File: src/rtl/four_bit_cla_registered_adder_pkg.sv
// -----------------------------------------------------------------------------
// four_bit_cla_registered_adder_pkg
//
// Shared definitions for the registered 4-bit carry-lookahead adder:
//   WIDTH            - operand width (fixed at 4)
//   REG_RESET_VALUE  - value every datapath register takes in reset
//   operand_t        - one unsigned operand
//   operands_t       - the input-stage register bundle {a, b, cin}
//   result_t         - the output-stage register bundle {cout, sum}
// -----------------------------------------------------------------------------
package four_bit_cla_registered_adder_pkg;

    localparam int WIDTH = 4;

    localparam logic [WIDTH-1:0] REG_RESET_VALUE = '0;

    typedef logic [WIDTH-1:0] operand_t;

    typedef struct packed {
        operand_t a;
        operand_t b;
        logic     cin;
    } operands_t;

    typedef struct packed {
        logic     cout;
        operand_t sum;
    } result_t;

    localparam operands_t OPERANDS_RESET = '{
        a:   REG_RESET_VALUE,
        b:   REG_RESET_VALUE,
        cin: 1'b0
    };

    localparam result_t RESULT_RESET = '{
        cout: 1'b0,
        sum:  REG_RESET_VALUE
    };

endpackage : four_bit_cla_registered_adder_pkg

File: src/rtl/four_bit_cla_registered_adder_cla4_core.sv
// -----------------------------------------------------------------------------
// cla4_core
//
// Purely combinational 4-bit carry-lookahead adder core.
//   a    [in]  operand A (unsigned)
//   b    [in]  operand B (unsigned)
//   cin  [in]  carry-in
//   sum  [out] (a + b + cin) mod 16
//   cout [out] carry-out, set when a + b + cin >= 16
//
// Every carry is written as a flat two-level sum-of-products of generate,
// propagate and cin, so no carry waits on another carry.
// -----------------------------------------------------------------------------
module cla4_core
    import four_bit_cla_registered_adder_pkg::*;
(
    input  logic [WIDTH-1:0] a,
    input  logic [WIDTH-1:0] b,
    input  logic             cin,
    output logic [WIDTH-1:0] sum,
    output logic             cout
);

    logic [WIDTH-1:0] g;   // generate: this bit produces a carry on its own
    logic [WIDTH-1:0] p;   // propagate: this bit passes an incoming carry on
    logic [WIDTH:0]   c;   // c[i] is the carry into bit i, c[4] is carry-out

    assign g = a & b;
    assign p = a ^ b;

    always_comb begin
        // NOTE: every always_comb output gets a default first, so no path can leave it unassigned and infer a latch.
        c = '0;

        c[0] = cin;

        c[1] = g[0]
             | (p[0] & cin);

        c[2] = g[1]
             | (p[1] & g[0])
             | (p[1] & p[0] & cin);

        c[3] = g[2]
             | (p[2] & g[1])
             | (p[2] & p[1] & g[0])
             | (p[2] & p[1] & p[0] & cin);

        c[4] = g[3]
             | (p[3] & g[2])
             | (p[3] & p[2] & g[1])
             | (p[3] & p[2] & p[1] & g[0])
             | (p[3] & p[2] & p[1] & p[0] & cin);
    end

    assign sum  = p ^ c[WIDTH-1:0];
    assign cout = c[WIDTH];

endmodule : cla4_core

File: src/rtl/four_bit_cla_registered_adder.sv
// -----------------------------------------------------------------------------
// four_bit_cla_registered_adder
//
// Two-stage registered 4-bit adder built around a carry-lookahead core.
//   clk    [in]  rising-edge clock
//   rst_n  [in]  asynchronous active-low reset, clears every register
//   a      [in]  operand A (unsigned, 4 bits)
//   b      [in]  operand B (unsigned, 4 bits)
//   cin    [in]  carry-in
//   sum    [out] registered (a + b + cin) mod 16
//   cout   [out] registered carry-out
//
// Pipeline: inputs are captured on edge N, added combinationally during the
// following cycle and the result is captured on edge N+1. A new operand set
// is accepted every cycle; there is no stall and no bypass. sum and cout come
// straight from flip-flops.
// -----------------------------------------------------------------------------
module four_bit_cla_registered_adder
    import four_bit_cla_registered_adder_pkg::*;
(
    input  logic             clk,
    input  logic             rst_n,
    input  logic [WIDTH-1:0] a,
    input  logic [WIDTH-1:0] b,
    input  logic             cin,
    output logic [WIDTH-1:0] sum,
    output logic             cout
);

    operands_t        operands_q;   // input stage: a_q, b_q, cin_q
    result_t          result_q;     // output stage: cout, sum
    logic [WIDTH-1:0] sum_c;
    logic             cout_c;

    // Input stage.
    // NOTE: the reset sits in the sensitivity list so rst_n clears the register without waiting for a clock edge.
    always_ff @(posedge clk or negedge rst_n) begin
        if (!rst_n) begin
            // NOTE: sequential state is always written with <= so every register samples the pre-edge values.
            operands_q <= OPERANDS_RESET;
        end else begin
            operands_q <= '{a: a, b: b, cin: cin};
        end
    end

    cla4_core u_core (
        .a    (operands_q.a),
        .b    (operands_q.b),
        .cin  (operands_q.cin),
        .sum  (sum_c),
        .cout (cout_c)
    );

    // Output stage.
    always_ff @(posedge clk or negedge rst_n) begin
        if (!rst_n) begin
            result_q <= RESULT_RESET;
        end else begin
            result_q <= '{cout: cout_c, sum: sum_c};
        end
    end

    assign sum  = result_q.sum;
    assign cout = result_q.cout;

endmodule : four_bit_cla_registered_adder

File: config.mk
export PLATFORM = sky130hd
export DESIGN_NAME = four_bit_cla_registered_adder
export DESIGN_NICKNAME = d
export VERILOG_FILES = /design/src/rtl/four_bit_cla_registered_adder_pkg.sv /design/src/rtl/four_bit_cla_registered_adder_cla4_core.sv /design/src/rtl/four_bit_cla_registered_adder.sv
export SDC_FILE = /design/constraint.sdc
export NUM_CORES = 1
export LEC_CHECK = 0
export BUFFER_PORTS_ARGS = -buffer_cell sky130_fd_sc_hd__buf_2
export CAP_MARGIN = 10
export CORE_AREA = 2 2 39 41
export DETAILED_ROUTE_END_ITERATION = 7
export DIE_AREA = 0 0 41 43
export PLACE_DENSITY = 0.59
export SLEW_MARGIN = 20
export SYNTH_ARGS = -nofsm -noshare
export SYNTH_HDL_FRONTEND = slang
export SYNTH_SLANG_ARGS = --single-unit
File: constraint.sdc
create_clock -name clk -period 1.7 [get_ports clk]
set_input_delay 0 -clock clk [delete_from_list [all_inputs] [get_ports clk]]
set_output_delay 0 -clock clk [all_outputs]
set_load 0.005 [all_outputs]
After elaboration in Yosys (flattened, before gate mapping)
Cells that the tools add are included.

word-level totals
  register bits = 14
  latch bits = 0
  RAM bits = 0
  ROM bits = 0
  input bits = 11
  output and inout bits = 5
  logic and storage cells = 34
  memories = 0

cells by class
  $add $sub $neg = 0
  multiply operators = 0
  div/mod/pow operators = 0
  $lt $le $gt $ge = 0
  equality and inequality tests = 0
  shift operators = 0
  multiplexer cells = 0
  bitwise gates (word level) = 29
  reduce and logical (&&, ||, !) cells = 0

operators with widths
  kind               number
  1-bit bitwise AND  16
  1-bit OR           10
  4-bit bitwise XOR  2
  4-bit bitwise AND  1

Logic depth before layout (Yosys ltp)
  depth after elaboration = 6
  gate-level depth with buffers = 4
  depth with buffers taken out = 4

Modules after synthesis
A second synthesis with hierarchy kept.

unflattened totals
  cell total of the unflattened synthesis = 31
  area total of the unflattened synthesis = 498.0 sq um

by module, submodules not included
  module                         times used  cells an instance  area an instance (sq um)  seq. area each (sq um)
  four_bit_cla_registered_adder  1           14                 350.3                     350.3
  cla4_core                      1           17                 147.6                     0.0

Least setup slack after synthesis
No wires, ideal clock.

  kind = register -> register
  from = register operands_q[3] (netlist bit)
  to = register result_q, in the netlist cout
  setup time = 118 ps
  data arrival time = 1202 ps
  required time = 1582 ps
  setup slack = 380 ps
  stages on the path, launching flop included = 5
  path buffers = 0
  period minus slack after synthesis = 1320 ps
  path through = dfrtp_1 -> ha_1 -> a21o_1 -> a31o_1 -> a21o_1

between the ends
  longest elaborated chain between the ends = 6
  elaborated cells on any way between the ends = 13
  classes of those cells = bitwise (13)

ends and longest elaborated chain
  what                                                           line                                                                                          text
  from (decl)                                                    four_bit_cla_registered_adder.sv:30                                                           operands_t operands_q;
  from (signal assigned)                                         four_bit_cla_registered_adder.sv:42                                                           operands_q <= '{a: a, b: b, cin: cin};
  4-bit bitwise AND / 4-bit bitwise XOR (equally long branches)  four_bit_cla_registered_adder_cla4_core.sv:28, four_bit_cla_registered_adder_cla4_core.sv:29
  1-bit bitwise AND (on tied branches)                           -
  1-bit OR, or another cell as far along                         four_bit_cla_registered_adder_cla4_core.sv:50                                                 | (p[3] & g[2])
  1-bit OR, or another cell as far along                         four_bit_cla_registered_adder_cla4_core.sv:51                                                 | (p[3] & p[2] & g[1])
  1-bit OR / 1-bit bitwise AND (equally long branches)           four_bit_cla_registered_adder_cla4_core.sv:52, four_bit_cla_registered_adder_cla4_core.sv:53
  1-bit OR (*)                                                   four_bit_cla_registered_adder_cla4_core.sv:53                                                 | (p[3] & p[2] & p[1] & p[0] & cin);
  named net cout_c                                               four_bit_cla_registered_adder.sv:33                                                           logic cout_c;
  to (signal assigned)                                           four_bit_cla_registered_adder.sv:59                                                           result_q <= '{cout: cout_c, sum: sum_c};
  to (decl)                                                      four_bit_cla_registered_adder.sv:31                                                           result_t result_q;

Mark *: on every way through the listed nets, which the timed path passes. The rest lies on a longest branch.

Worst setup path in the final report
Same ends and word-level chain as after synthesis.

==> run metrics <==
Area Growth Syn to Fin 43.7%; core area ~1400 um2; Skew-Pair Late Insertion Delay between 0.2 and 0.3 ns; syn avg cell area between 15 and 20 um2; Worst setup EP type register; max-cap check violation count 0; 1st-iter DRT viols 3; input/output buffers 15; simple-gate share of the synthesized area 0; total negative slack 0 ns; worst reg2reg path depth 4; post-synthesis xor/xnor area fraction 0.0528; Post-Synthesis Cells 31; main combinational cell family by area after synthesis adder cells; max-slew violations 0; DR pass1 iterations 3; drc violations 0; Setup Viol. Count Final 0; clock skew 0.00278 ns; Total GRT Usage 0.112; PD cells around 900 nW/um2; syn_nets 47; clock sink total 14; first-pass GRT wire length around 1200 um; DR vias slightly below 300; post-synth top area cell dfrtp_1; Reg2Reg Setup Slack between 0.3 and 0.4 ns; Yosys cell types 9; grt total ovfl 0; register area roughly 350 um2; largest cells by area after synthesis dfrtp_1 (70%), ha_1 (10%), a21o_1 (4.5%); fraction of layout instances using a drive strength above 1 0.305; crit path DAT ~1.5 ns; die area roughly 1800 um2; CP Launch Type register; CTS Buf Count 3; Final #Nets 77; CP cell instances ha_1 > a21o_1 > a31o_1 > a21o_1; synth warn 0; fill cell total of the finished layout between 100 and 150; crit-path max cell delay roughly 0.37 ns; CP Max Fanout 3; largest net degree at the start of global routing 15; num rows 14; routed len/inst between 9 and 10 um; H-Tree Level Count 1; Die W between 40 and 50 um; CP dominant cell by count a21o_1; Synth Area in Compound Gates 0.0729; Pwr Total around 0.00064 W; mux share of post-synthesis cell area 0; Worst Max-Slew Pin Slew approximately 0.30 ns; RR Endpoint cout; clock root buffer clkbuf_4; Levels on crit path 4; CTS tree done; static leakage about 0.37 nW; vias per std cell 3.97; post-synthesis adder-cell area fraction 0.141; Hold Crit Class in2async; final period utilization 0.802; Clock transition at path regs about 0.07 ns; Initial Util 0.360; multi-input logic area 133 um2; CP delay by family, top compound AO/OA/AOI/OAI gates; Worst Path Required about 1.9 ns; Hold Vio Cnt, Final 0; reg-to-reg startpoint operands_q[3]; crit path kind reg2reg; GP Congestion 0.669; initial antenna violation count 0; RSZ-0062 raised after global routing no; Max VDD drop between 400 and 500 uV; f_max around 0.73 GHz; register area share after synthesis 0.704; vias in the first global route between 300 and 400; post-cts resize count 0; Die H 43 um; CTS Buffer Depth 2; outcome completed; Max-Slew Margin vs Limit 0.800; post-route ant nets 0; sum of buffers and inverters on the critical path 0; final WL ~730 um; Tmin final between 1 and 1.5 ns; Yosys reg bits 14; CP max-delay cell dfrtp_1; area share of the largest cell type after synthesis 0.704; antenna cell count 0; Synth Cell Area ~500 um2; I/O pins 16
power by group:
part | internal [W] | leakage (nW) | total (W) | switching (W)
clock network | 0.0000819 | 0.0138 | 0.000171 | 0.0000894
registers | 0.000364 | 0.164 | 0.000371 | 0.00000739
logic | 0.0000599 | 0.197 | 0.000101 | 0.0000416
total | 0.000506 | 0.375 | 0.000644 | 0.000138
area by class of cell:
| cell class | count | share of cell area |
|---|---|---|
| inverter | 4 | 0.0210 |
| clock buffer | 3 | 0.0315 |
| tap | 16 | 0.0280 |
| multi-input combinational | 13 | 0.185 |
| sequential | 14 | 0.490 |
| timing repair buffer | 25 | 0.245 |
logic make-up (layout without fill, tap and decap cells):
family / count (synthesis) / count (layout)
buf+inv: 4 / 32
fa+ha+maj: 5 / 5
compound gates: 5 / 5
xor+xnor: 3 / 3
flops: 14 / 14
layer usage:
metal | track usage | wire length, um
met2 | 0.153 | 377
met4 | 0.0800 | 0
met5 | 0 | 0
met1 | 0.137 | 293
met3 | 0.0471 | 58
how the worst max path moves through the flow:
| stage | startpoint | endpoint | slack [ns] |
|---|---|---|---|
| after detailed placement | operands_q[3] | cout | 0.34 |
| after CTS | operands_q[3] | cout | 0.33 |
| after global routing | operands_q[3] | cout | 0.28 |
| final | operands_q[3] | cout | 0.34 |
| after global placement | operands_q[3] | cout | 0.35 |
| after floorplan | operands_q[3] | cout | 0.38 |
layout by cell type, fill, tap and decap left out:
cell and count:
dfrtp_1 14, ha_1 4, xnor2_1 2, dlygate4sd3_1 10, clkbuf_4 3, fa_1 1
buf_2 15, xor2_1 1, inv_1 4, a21oi_1 1, a31o_1 1, a21o_1 3
synthesized netlist by cell type:
library cell and number:
dfrtp_1 14, ha_1 4, inv_1 4, a21o_1 3, xnor2_1 2, a21oi_1 1, a31o_1 1, fa_1 1
xor2_1 1
timing repair:
action                    in CTS  in global routing
hold buffers                  10                  0
hold endpoints to repair      23                  0
buffers inserted               0                  0
state kept, by name, summed over array words and instances, names as in the netlist:
signal,flops
operands_q,9
sum,4
cout,1
stage by stage:
step | instances | hold slack, ns | util | setup slack [ns] | area (um2)
final | 75 | 0.143 | 0.517 | 0.336 | 716
after global routing | 75 | 0.164 | 0.517 | 0.282 | 716
after CTS | 75 | 0.145 | 0.517 | 0.329 | 716
after detailed placement | 62 | -0.0935 | 0.429 | 0.342 | 593
after global placement | 62 | -0.0953 | 0.429 | 0.345 | 593
after floorplan | 31 | -0.296 | - | 0.380 | 498
Power figures use the tool's default switching activity.
